**src/rtl/qpsk_pkg.sv**
```systemverilog
// Shared constants and types for the QPSK dibit datapath (transmit splitter and receive packer).
// Purely declarative; no timing of its own.
// Holds word/dibit geometry, DAC amplitude constants and the output-slot state encoding.
package qpsk_pkg;

    localparam int WORD_W        = 32;
    localparam int DIBIT_W       = 2;
    localparam int SYMS_PER_WORD = 16;

    // DAC amplitude codes used by the transmit side for a '1' and a '0' bit.
    localparam logic [15:0] ONE  = 16'h6665;
    localparam logic [15:0] ZERO = 16'h999B;

    // Symbol index of the last dibit in a word.
    localparam logic [3:0] LAST_SYM = 4'(SYMS_PER_WORD - 1);

    typedef enum logic {
        SLOT_EMPTY = 1'b0,
        SLOT_FULL  = 1'b1
    } slot_state_e;

endpackage

```
**src/rtl/qpsk_axis_slot.sv**
```systemverilog
// One-entry AXI-Stream output register: load, drain, hold; a load may coincide with a drain.
// Latency: one cycle from load to out_tvalid.
// Backpressure: can_load is high when empty or when the held word drains this cycle.
// Ports: clk/reset (async, active-high); load/load_tdata/load_tlast write side;
//        can_load tells the producer a load will be taken; out_* is the AXI-Stream master.
module qpsk_axis_slot
    import qpsk_pkg::*;
(
    input  logic              clk,
    input  logic              reset,
    input  logic              load,
    input  logic [WORD_W-1:0] load_tdata,
    input  logic              load_tlast,
    output logic              can_load,
    output logic [WORD_W-1:0] out_tdata,
    output logic              out_tvalid,
    output logic              out_tlast,
    input  logic              out_tready
);

    slot_state_e       state_q, state_d;
    logic [WORD_W-1:0] data_q, data_d;
    logic              last_q, last_d;

    always_ff @(posedge clk or posedge reset) begin
        if (reset) begin
            state_q <= SLOT_EMPTY;
            data_q  <= '0;
            last_q  <= 1'b0;
        end else begin
            state_q <= state_d;
            data_q  <= data_d;
            last_q  <= last_d;
        end
    end

    always_comb begin
        state_d = state_q;
        data_d  = data_q;
        last_d  = last_q;
        if (load) begin
            // A load while draining simply replaces the departing word.
            state_d = SLOT_FULL;
            data_d  = load_tdata;
            last_d  = load_tlast;
        end else if (state_q == SLOT_FULL && out_tready) begin
            state_d = SLOT_EMPTY;
            last_d  = 1'b0;
        end
    end

    assign can_load   = (state_q == SLOT_EMPTY) || out_tready;
    assign out_tdata  = data_q;
    assign out_tvalid = (state_q == SLOT_FULL);
    assign out_tlast  = last_q;

endmodule

```
**src/rtl/qpsk_dibit_packer.sv**
```systemverilog
// Packs 16 consecutive 2-bit QPSK decisions from an AXI-Stream input into one 32-bit output word.
// Latency: out_tvalid one cycle after the 16th (or tlast) dibit is accepted; one dibit per clock.
// Backpressure: only the word-completing dibit is blocked while the output is full and stalled.
// Ports: clk, reset (async, active-high); in_tdata[1:0] dibit ([31:2] ignored), in_tvalid/in_tready;
//        out_tdata/out_tvalid/out_tready. Macro QPSK_PACKER_TLAST_EN adds in_tlast/out_tlast
//        for early packet-end flush with zero-filled unused positions.
// MSB_FIRST=1 puts the first dibit in [31:30]; MSB_FIRST=0 puts it in [1:0].
module qpsk_dibit_packer
    import qpsk_pkg::*;
#(
    parameter int MSB_FIRST = 1
) (
    input  logic        clk,
    input  logic        reset,
    input  logic [31:0] in_tdata,
    input  logic        in_tvalid,
    output logic        in_tready,
`ifdef QPSK_PACKER_TLAST_EN
    input  logic        in_tlast,
    output logic        out_tlast,
`endif
    output logic [31:0] out_tdata,
    output logic        out_tvalid,
    input  logic        out_tready
);

    logic [3:0]         sym_cnt_q, sym_cnt_d;
    logic [29:0]        acc_q, acc_d;
    logic [DIBIT_W-1:0] dibit;
    logic               tlast_in;
    logic               end_of_word;
    logic               can_load;
    logic               acc_in;
    logic               load;
    logic [4:0]         shamt;
    logic [WORD_W-1:0]  merged;
    logic [29:0]        acc_next;
    logic               slot_last;
    logic               unused_in_hi;

    assign dibit        = in_tdata[1:0];
    assign unused_in_hi = ^in_tdata[31:2];

`ifdef QPSK_PACKER_TLAST_EN
    assign tlast_in  = in_tlast;
    assign out_tlast = slot_last;
`else
    assign tlast_in  = 1'b0;
    logic unused_slot_last;
    assign unused_slot_last = slot_last;
`endif

    // A dibit that completes a word needs room in the output slot; all others never stall.
    assign end_of_word = (sym_cnt_q == LAST_SYM) || tlast_in;
    assign in_tready   = !end_of_word || can_load;
    assign acc_in      = in_tvalid && in_tready;
    assign load        = acc_in && end_of_word;

    // Merge the incoming dibit into the partial word at its final bit position. The
    // accumulator stores the 30 bits that dibits 0..14 can occupy, so the full word is
    // the accumulator padded on the side where dibit 15 lands.
    always_comb begin
        shamt    = '0;
        merged   = '0;
        acc_next = '0;
        if (MSB_FIRST != 0) begin
            shamt    = 5'd30 - {sym_cnt_q, 1'b0};
            merged   = {acc_q, 2'b00} | (WORD_W'(dibit) << shamt);
            acc_next = merged[31:2];
        end else begin
            shamt    = {sym_cnt_q, 1'b0};
            merged   = {2'b00, acc_q} | (WORD_W'(dibit) << shamt);
            acc_next = merged[29:0];
        end
    end

    always_comb begin
        sym_cnt_d = sym_cnt_q;
        acc_d     = acc_q;
        if (acc_in) begin
            if (end_of_word) begin
                sym_cnt_d = '0;
                acc_d     = '0;
            end else begin
                sym_cnt_d = sym_cnt_q + 4'd1;
                acc_d     = acc_next;
            end
        end
    end

    always_ff @(posedge clk or posedge reset) begin
        if (reset) begin
            sym_cnt_q <= '0;
            acc_q     <= '0;
        end else begin
            sym_cnt_q <= sym_cnt_d;
            acc_q     <= acc_d;
        end
    end

    qpsk_axis_slot u_slot (
        .clk        (clk),
        .reset      (reset),
        .load       (load),
        .load_tdata (merged),
        .load_tlast (tlast_in),
        .can_load   (can_load),
        .out_tdata  (out_tdata),
        .out_tvalid (out_tvalid),
        .out_tlast  (slot_last),
        .out_tready (out_tready)
    );

endmodule

```
**config.mk**
```make
export PLATFORM = sky130hd
export DESIGN_NAME = qpsk_dibit_packer
export DESIGN_NICKNAME = d
export VERILOG_FILES = /design/src/rtl/qpsk_pkg.sv /design/src/rtl/qpsk_axis_slot.sv /design/src/rtl/qpsk_dibit_packer.sv
export SDC_FILE = /design/constraint.sdc
export NUM_CORES = 1
export LEC_CHECK = 0
export BUFFER_PORTS_ARGS = -buffer_cell sky130_fd_sc_hd__buf_4
export CELL_PAD_IN_SITES_DETAIL_PLACEMENT = 1
export CELL_PAD_IN_SITES_GLOBAL_PLACEMENT = 2
export CORE_UTILIZATION = 34
export DETAILED_ROUTE_END_ITERATION = 7
export GPL_ROUTABILITY_DRIVEN = 0
export PLACE_DENSITY = 0.76
export SYNTH_ARGS = -nofsm -noshare
export SYNTH_HDL_FRONTEND = slang
export SYNTH_SLANG_ARGS = --single-unit
```
**constraint.sdc**
```tcl
create_clock -name clk -period 2.75 [get_ports clk]
set_input_delay 0.4125 -clock clk [delete_from_list [all_inputs] [get_ports clk]]
set_output_delay 0.4125 -clock clk [all_outputs]
set_load 0.005 [all_outputs]
```
# Yosys cells after proc, flatten, opt, wreduce, memory -nomap -nowiden
# Cells that the tools add are included.
# word_totals
ff_bits	67
inputBits	36
output_inout_bits	34
# classes
addsub	2
eq_ne	1
shifts	1
n_mux	4
bitwise_logic	2
reduce_logical	7
# op_table
cell	count
32-bit bitwise OR	1
2-bit by 5-bit << shifter with 32-bit output	1
30-bit 2-to-1 mux	1
5-bit subtractor (first input constant)	1
4-bit by 1-bit adder with 4-bit output (second input constant)	1
4-bit equality test (second input constant)	1
4-bit 2-to-1 mux	1
1-bit logical AND	3
1-bit logical OR	2
1-bit 2-to-1 mux	2
2-bit nonzero test	1
1-bit logical NOT	1
1-bit NOT	1

# Logic depth before layout (Yosys ltp)
# Gate-level depths: netlist (run 1).
# depth
depth_word	6
depth_mapped	6
depth_no_buf	4

# Modules after synthesis
# Synthesis (run 1) repeated with hierarchy kept, for this count alone.
# unflattened
cells_unflattened	263
hier_area_um2	3223.1
# modules_own_cells
module	n_inst	cells_each	area_per_inst_um2	seq_area_each_um2
qpsk_dibit_packer	1	187	1813.0	850.8
qpsk_axis_slot	1	76	1410.1	850.8

# Least setup slack after synthesis (run 1)
# No wires, ideal clock.
# synth_timing
kind	register to register
start	register sym_cnt_q[0]
end	register u_slot.data_q[19], in the netlist u_slot.out_tdata[19]
setup_ns	0.125
arrival_time_ns	1.490
required_ns	2.625
slack_ns	1.134
path_stages_with_launch	6
n_path_buf	1
synth_period_minus_slack_ns	1.616
path_cell_list	dfrtp_1 > ha_1 > and4_4 > nand2_4 > buf_6 > mux2_4
# synth_between
elab_chain_cells	5
# synth_rtl
element	line	text
start: declaration	qpsk_dibit_packer.sv:27	logic [3:0] sym_cnt_q, sym_cnt_d;
start signal: assignment	qpsk_dibit_packer.sv:96	sym_cnt_q <= sym_cnt_d;
parallel branches: the longest is 5 deep, another holds 5-bit subtractor	n/a	
end signal: assignment	qpsk_axis_slot.sv:32	data_q <= data_d;
end: declaration	qpsk_axis_slot.sv:22	logic [WORD_W-1:0] data_q, data_d;
# Several ways; the timed one is not identified.
# A chain may end at the register's enable or synchronous reset.

# Worst setup path in the final report (run 1)
# layout_timing
start	register sym_cnt_q[0]
end	output in_tready
# layout_between
elab_chain_cells	3
# layout_rtl
element	line	text
4-bit equality test	qpsk_dibit_packer.sv:54	assign end_of_word = (sym_cnt_q == LAST_SYM) || tlast_in;
1-bit logical NOT	qpsk_dibit_packer.sv:55	assign in_tready = !end_of_word || can_load;
1-bit logical OR	qpsk_dibit_packer.sv:55	
end: declaration	qpsk_dibit_packer.sv:17	output logic in_tready,
# Every way passes these cells.

==> impl_metrics.toml, run 1 <==
[outcome]
status = "finished clean"

[grt]
antenna_found_initial = 0
use_met1_pct = 22.4
gr-usage-met2_pct = 26.0
track_usage_pct = 16.6
grt_use_met3_pct = 3.14
top_usage_layer = "met2"
grt_max_degree = 28
grt_pass1_vias = 2043
grt_pass1_wl_um = 10900
grt_overflow_total = 0

[cells_and_area]
syn_to_final_growth_pct = 18.4
stdcell_count = 393
fin_nets = 320
diodes = 0
drive_gt1_share_pct = 29.9
fillers = 923

[setup_path]
cpPeakStageDelay_ps = 500
r2r_start = "sym_cnt_q[0]"
slowest_stage = "dfrtp_1"
endpoint_kind = "output pin"
ff2ff_setup_slack_ps = 780
worstPathArrival_ps = 1920
r2r_end = "u_slot.out_tdata[0]"
reg2regPathDepth = 5
worstPathCellList = "ha_1, nand3_1, or2_2, buf_4"
cp.required_ps = 2340
path_class = "flop to output pin"
worst-path-max-fanout = 10
startpoint_type = "flop"

[clocking]
cts_root_buf = "clkbuf_8"
post_cts_buffers = 0
clk_latency_ps = 350
numCtsBuffers = 9
cts_tree = "built"
htreeDepth = 3
clkTransAtPathRegs_ps = 80
cts.sinks = 67
hold_buffers = 0
cts_buffer_depth = 2
post_cts_resized = 0

[timing]
relSlewSlack_pct = 50.4
layout_min_cycle_time_ps = 2340
worstMarginPinSlew_ps = 742
hold_viol_final = 0
rsz0062_at_grt = "false"
fin_skew_ps = 12.3
fmaxAchievable_mhz = 428
maxSlewViolCount = 0
fin_crit_sh_pct = 85.0
setup_slack_ps = 413
tns_ps = 0
setup_violations = 0
hold_slack_ps = 108

[detailed_routing]
drt_iter0_drc = 78
postRouteWirelength_um = 6470
ant_nets = 0
dr.pass1.iters = 5
vias_per_cell = 5.03
routedWlPerCell_um = 16.5
vias = 1977
drc = 0

[synth]
yosysSeqAreaShare_pct = 57.8
syn-instance-count = 245
ys_top_cells_by_area = "dfrtp_1 58%, mux2_4 7.2%, a21oi_1 4.0%, mux2i_1 3.8%, nor2_1 3.2%"
netlist_area_mm2 = 0.00290
ys.flop_type = "dfrtp_1"
synth_most_common_cell = "dfrtp_1"
yosys.area.top_type = "dfrtp_1"
yosys.area.top_type_share_pct = 57.8
ys_types = 39
yosys-top-cells-count = "67 x dfrtp_1, 25 x nor2_1, 23 x a21oi_1, 19 x inv_1, 14 x mux2_4"
syn_avg_cell_area_um2 = 11.8
ys_seq_elements = 67
synth-edff-count = 0
async_reset_ff_share_pct = 100
mappedNetlistNets = 282
yosys_warnings = 0

[power_and_ir_drop]
p_per_area_mw_per_mm2 = 1130
power_uw = 3880
p_leak_uw = 0.00164
peakVddDrop_mv = 0.379

[floorplan]
rows = 33
fp.dieArea_mm2 = 0.00891
io_pins = 70
start_util_pct = 35.2
coreArea_mm2 = 0.00826
die_h_um = 94.4
dieWidth_um = 94.4

[placed_design]
io_buffer_count = 39
dp_hpwl_um = 4440
pre_cts_ws_ps = 806
dp.cells = 377

[min_path]
hp-class = "input pin to asynchronous set/reset pin"

[job]
maxCapViolations = 0
## report_power, final
part | switching (uW) | internal, uW
combinational | 574 | 722
clock | 398 | 415
sequential | 333 | 1440
## flip-flops by register name, summed over array words and instances, names as in the netlist
signal and flops:
sym_cnt_q 4, u_slot.out_tdata 32, acc_q 30, u_slot.out_tvalid 1
## cells in the final DEF, fill, tap and decap left out, types with 2 or more instances in the layout
| cell type | n |
|---|---|
| nor2_1 | 25 |
| clkbuf_8 | 9 |
| nand3_1 | 4 |
| clkinv_2 | 3 |
| nand4_1 | 2 |
| a31oi_1 | 12 |
| inv_1 | 18 |
| and3_1 | 2 |
| a211oi_1 | 2 |
| dfrtp_1 | 67 |
| mux2i_1 | 11 |
| and2_1 | 5 |
| nor2b_1 | 5 |
| mux2_4 | 14 |
| a21oi_1 | 23 |
| clkinvlp_4 | 2 |
| a2bb2oi_2 | 4 |
| o2bb2ai_1 | 5 |
| mux2_2 | 3 |
| buf_4 | 44 |
| o21ai_0 | 2 |
| o21ai_1 | 2 |
| nand2_1 | 8 |
## stage by stage
stage	area [um^2]	util (%)
after floorplan	2900	-
after global placement	3240	39.3
after detailed placement	3240	39.3
after CTS	3440	41.6
after global routing	3440	41.6
final	3440	41.6
## critical path, delay by kind of cell (launching register included)
kind | cells | cell delay, ps
and+or+nand+nor | 2 | 540
adders and majority gates | 1 | 390
buffers and inverters | 1 | 140
DFF | 1 | 500
## cell type report
cell class | instances | area, um^2 | area share, %
Tap cell | 105 | 131 | 3.82
Clock inverter | 7 | 68.8 | 2.00
Multi-Input combinational cell | 142 | 1030 | 30.1
Sequential cell | 67 | 1680 | 48.8
Inverter | 19 | 71.3 | 2.07
Clock buffer | 9 | 124 | 3.60
Timing Repair Buffer | 44 | 330 | 9.61
## how the worst max path moves through the flow
stage | depth (start not counted) | to | slack (ps) | from
final | 4 | in_tready | 410 | sym_cnt_q[0]
after global routing | 4 | in_tready | 300 | sym_cnt_q[0]
after CTS | 4 | in_tready | 420 | sym_cnt_q[0]
after detailed placement | 5 | u_slot.out_tdata[10] | 810 | sym_cnt_q[0]
after global placement | 4 | in_tready | 830 | sym_cnt_q[0]
after floorplan | 1 | acc_q[0] | 650 | reset
## cells by family after synthesis
| kind of cell | share of synthesized area (%) |
|---|---|
| AOI/OAI and AO/OA | 12.2 |
| adders and majority gates | 0.431 |
| buffers and inverters | 6.59 |
| DFF | 57.8 |
| muxes | 12.2 |
| and+or+nand+nor | 10.9 |
## per-layer routing
layer / wire length, um / vias to the layer above
li1: - / 921
met1: 3140 / 1020
met2: 3130 / 32
met3: 148 / 4
met4: 49 / 0
met5: 0 / -
Note: power is estimated with default switching activity, not from simulation.
==> inputs of run 2 (changes only) <==
Settings changed: ABC_AREA from default to 1, CORE_UTILIZATION 34 to 30.
Clock period 2.75 ns to 2.3 ns, I/O delays scaled along.
==> run 2 against run 1 <==
Net effect: area after synthesis is 8.8% higher; critical path depth up 1; non-clock buffer count is 4 higher; power decreased by 6.3%; die area increased by 23%; core utilization shrank 4.9 points; sequential power decreased by 9%; sequential share of layout area down 4.4 points; synthesized cell count is 67% higher.
==> impl_metrics.toml, run 2 <==
[setup_path]
path_class = "flop to output pin"
worstPathCellList = "ha_1, inv_1, nor2_2, nand2_1, buf_4"
cpPeakStageDelay_ps = 530
ff2ff_setup_slack_ps = 450
reg2regPathDepth = 7
endpoint_kind = "output pin"
r2r_end = "u_slot.out_tdata[17]"
cp.required_ps = 1960
cp-endpoint = "in_tready"
cp-startpoint = "sym_cnt_q[0]"
worstPathArrival_ps = 1590
worst-path-max-fanout = 10
r2r_start = "sym_cnt_q[0]"
startpoint_type = "flop"
slowest_stage = "dfrtp_1"

[timing]
fin_crit_sh_pct = 84.3
rsz0062_at_grt = "false"
tns_ps = 0
relSlewSlack_pct = 57.6
fin_skew_ps = 9.14
layout_min_cycle_time_ps = 1940
worstMarginPinSlew_ps = 635
setup_violations = 0
maxSlewViolCount = 0
fmaxAchievable_mhz = 516
hold_viol_final = 0

[floorplan]
coreArea_mm2 = 0.0103
io_pins = 70
rows = 37
start_util_pct = 30.7
die_h_um = 105
dieWidth_um = 105
fp.dieArea_mm2 = 0.0109

[synth]
synth_top_family_by_area = "simple AND/OR/NAND/NOR gates"
synth_most_common_cell = "nand2_1"
synth-edff-count = 0
ys_top_cells_by_area = "dfrtp_1 53%, nand2_1 22%, inv_1 5.7%, nor2_1 4.0%, nand3_1 3.0%"
synthXorXnorAreaFrac_pct = 0
yosys.area.top_type = "dfrtp_1"
async_reset_ff_share_pct = 100
ys_seq_elements = 67
yosys.area.top_type_share_pct = 53.1
syn_avg_cell_area_um2 = 7.71
ys.flop_type = "dfrtp_1"
ys_types = 22
yosys-top-cells-count = "183 x nand2_1, 67 x dfrtp_1, 48 x inv_1, 34 x nor2_1, 19 x nand3_1"
syn-instance-count = 410
synth-compound-area-share_pct = 5.66
mappedNetlistNets = 447
yosysSeqAreaShare_pct = 53.1
netlist_area_mm2 = 0.00316
synthAdderAreaFrac_pct = 0.396
yosys_warnings = 0
synth_mux_area_share_pct = 0
yosys.area_share.simple_pct = 31.2

[detailed_routing]
vias_per_cell = 4.46
drc = 0
postRouteWirelength_um = 7810
dr.pass1.iters = 4
routedWlPerCell_um = 13.2
ant_nets = 0
drt_iter0_drc = 86
vias = 2647

[cells_and_area]
syn_to_final_growth_pct = 19.6
drive_gt1_share_pct = 14.7
layout_common_cells = "183 x nand2_1, 67 x dfrtp_1, 47 x inv_1, 47 x buf_4, 34 x nor2_1"
largest_reg_flops = 32
seq_area_mm2 = 0.00168
utilization_pct = 36.8
fin_nets = 489
diodes = 0
stdcell_count = 593
multiInputGateArea_mm2 = 0.00118
final_common_cell = "nand2_1"
fillers = 1296

[job]
maxCapViolations = 0

[clocking]
cts_root_buf = "clkbuf_8"
cts.sinks = 67
post_cts_resized = 0
htreeDepth = 3
post_cts_buffers = 0
cts_buffer_depth = 2
clk_latency_ps = 350
cts_tree = "built"
numCtsBuffers = 9
hold_buffers = 0
clkTransAtPathRegs_ps = 70

[grt]
grt_max_degree = 46
track_usage_pct = 15.7
antenna_found_initial = 0
grt_overflow_total = 0
grt_pass1_wl_um = 13300
grt_pass1_vias = 2711

[power_and_ir_drop]
peakVddDrop_mv = 0.364
p_leak_uw = 0.00211
p_per_area_mw_per_mm2 = 962

[placed_design]
dp.cells = 577
io_buffer_count = 39
dp_hpwl_um = 5210

[min_path]
hp-class = "input pin to asynchronous set/reset pin"

[outcome]
status = "finished clean"
==> run 2: cell types whose count changed in the layout (fill, tap and decap cells not counted), sizes merged, moves of 11 or more <==
cell / change
a21oi: -21
a31oi: -12
inv: +30
mux2: -17
mux2i: -11
nand2: +174
nand3: +17
==> run 2: metal layers <==
| metal | vias to the layer above | track usage, % | share of wire, % |
|---|---|---|---|
| met5 | - | 0 | 0 |
| met4 | 0 | 5.43 | 1.4 |
| met3 | 11 | 4.30 | 2.8 |
| met2 | 28 | 26.0 | 49 |
| met1 | 1288 | 19.6 | 47 |
| li1 | 1320 | - | - |
==> run 2: power breakdown <==
| part | internal, uW | leakage (uW) | total, uW | switching [uW] |
|---|---|---|---|---|
| registers | 1430 | 0.000918 | 1610 | 180 |
| logic | 438 | 0.00110 | 1050 | 612 |
| clock network | 531 | 0.0000947 | 978 | 447 |
| total | 2400 | 0.00211 | 3630 | 1240 |
==> run 2: worst min-delay path by stage <==
stage	start	to	slack [ps]	depth (start not counted)
2_1_floorplan	acc_q[11]	acc_q[11]	450	2
3_3_place_gp	acc_q[14]	acc_q[14]	460	2
3_5_place_dp	u_slot.out_tdata[30]	u_slot.out_tdata[30]	470	2
4_1_cts	reset	u_slot.out_tdata[11]	90	2
5_1_grt	reset	u_slot.out_tdata[10]	130	2
6_report	reset	u_slot.out_tdata[11]	70	2
==> run 2: cell families after synthesis <==
logic type,after synthesis
adders and majority gates,1
and+or+nand+nor,247
AOI/OAI and AO/OA,27
buffers and inverters,68
DFF,67
==> run 2: area by class of cell <==
cell class,instances,area share (%)
multi-input combinational,275,31.2
timing repair buffer,48,9.87
tap,136,4.50
inverter,51,5.10
clock inverter,2,0.927
sequential,67,44.4
clock buffer,14,4.04
==> run 2: metrics by stage <==
stage | area (um^2) | total power [uW] | setup WS [ps] | hold slack, ps
3_5_place_dp | 3590 | 2690 | 451 | 466
4_1_cts | 3780 | 3700 | 321 | 91.8
3_3_place_gp | 3590 | 2660 | 482 | 462
2_1_floorplan | 3160 | 2240 | 272 | 449
5_1_grt | 3780 | 3900 | 196 | 131
6_report | 3780 | 3630 | 362 | 72.7
==> run 2: critical path, delay by kind of cell, from the launching register on <==
kind | cells | cell delay, ps
buffers and inverters | 2 | 220
AND/OR/NAND/NOR | 2 | 230
adder cells (fa/ha/maj) | 1 | 260
flip-flops | 1 | 530
==> inputs of run 3 (changes only) <==
Clock period 2.3 ns to 1.93 ns, I/O delays scaled along.
==> run 3 against run 2 <==
Net effect: core utilization grew 0.40 points; register-to-register slack got worse by 140 ps; via count up 1.2%; clock power rose by 8%; critical path type unchanged; critical endpoint unchanged; largest cell class unchanged; largest power group unchanged.
==> impl_metrics.toml, run 3 (synthesis results as in run 2) <==
[floorplan]
io_pins = 70
coreArea_mm2 = 0.0103
rows = 37
start_util_pct = 30.7
fp.dieArea_mm2 = 0.0109
die_h_um = 105
dieWidth_um = 105

[timing]
worstMarginPinSlew_ps = 407
rsz0062_at_grt = "false"
fin_crit_sh_pct = 85.2
setup_slack_ps = 285
tns_ps = 0
fmaxAchievable_mhz = 608
maxSlewViolCount = 0
layout_min_cycle_time_ps = 1640
hold_viol_final = 0
setup_violations = 0
hold_slack_ps = 47.5
fin_skew_ps = 7.85
relSlewSlack_pct = 72.9

[detailed_routing]
routedWlPerCell_um = 13.2
postRouteWirelength_um = 7920
dr.pass1.iters = 4
vias_per_cell = 4.47
drt_iter0_drc = 65
ant_nets = 0
drc = 0
vias = 2680

[cells_and_area]
drive_gt1_share_pct = 16.2
layout_common_cells = "183 x nand2_1, 67 x dfrtp_1, 54 x buf_4, 47 x inv_1, 34 x nor2_1"
stdcell_count = 600
fillers = 1287
diodes = 0
largest_reg_flops = 32
fin_nets = 496
syn_to_final_growth_pct = 20.9
final_common_cell = "nand2_1"

[clocking]
hold_buffers = 0
post_cts_buffers = 0
cts.sinks = 67
cts_root_buf = "clkbuf_8"
cts_tree = "built"
clkTransAtPathRegs_ps = 70
clk_latency_ps = 350
numCtsBuffers = 9
post_cts_resized = 0
cts_buffer_depth = 2
htreeDepth = 3

[grt]
grt_pass1_wl_um = 13700
grt_max_degree = 68
grt_overflow_total = 0
antenna_found_initial = 0
grt_pass1_vias = 2852
track_usage_pct = 16.0

[setup_path]
reg2regPathDepth = 6
path_class = "flop to output pin"
worst-path-max-fanout = 10
endpoint_kind = "output pin"
worstPathArrival_ps = 1360
r2r_end = "acc_q[29]"
cp.required_ps = 1640
ff2ff_setup_slack_ps = 310
startpoint_type = "flop"
r2r_start = "sym_cnt_q[2]"

[power_and_ir_drop]
power_uw = 4270
p_per_area_mw_per_mm2 = 1120
p_leak_uw = 0.00214
peakVddDrop_mv = 0.313

[outcome]
status = "finished clean"

[placed_design]
dp_hpwl_um = 5480
pre_cts_ws_ps = 314
io_buffer_count = 39
dp.cells = 584

[job]
maxCapViolations = 0

[min_path]
hp-class = "input pin to asynchronous set/reset pin"
run 3: area by class of cell:
class	count	area, um^2	share of cell area, %
Sequential cell	67	1680	43.9
Clock buffer	14	163	4.26
Multi-Input combinational cell	275	1180	30.8
Clock inverter	2	10.0	0.262
Timing Repair Buffer	55	425	11.1
Tap cell	136	170	4.46
Inverter	51	196	5.14
run 3: worst max-delay path: stages, from the launching register on:
cell and delay (ps):
dfrtp_1 540, nand2_1 110, nor2_2 130, nand2_1 80
buf_4 140
run 3: per-layer routing:
metal | vias to the layer above | share of wire (%) | track usage [%]
li1 | 1335 | - | -
met1 | 1299 | 46 | 18.9
met2 | 33 | 49 | 28.0
met3 | 13 | 2.8 | 2.37
met4 | 0 | 2.3 | 8.15
met5 | - | 0 | 0
run 3: worst max-delay path by stage:
stage	from	end	depth (start not counted)
final	sym_cnt_q[2]	in_tready	4
after global routing	sym_cnt_q[2]	acc_q[21]	7
after CTS	sym_cnt_q[2]	in_tready	4
after detailed placement	sym_cnt_q[2]	acc_q[29]	6
after global placement	sym_cnt_q[2]	acc_q[24]	6
after floorplan	sym_cnt_q[1]	u_slot.out_tdata[8]	7
run 3: where the power goes:
group          leakage, uW  switching, uW  internal [uW]
registers         0.000918            183           1700
clock network    0.0000905            522            534
logic              0.00113            777            553
total              0.00214           1480           2790
run 3: metrics by stage:
step	utilization, %	cell area, um^2
after floorplan	-	3160
after global placement	35.5	3650
after detailed placement	35.5	3650
after CTS	37.2	3820
after global routing	37.2	3820
final	37.2	3820
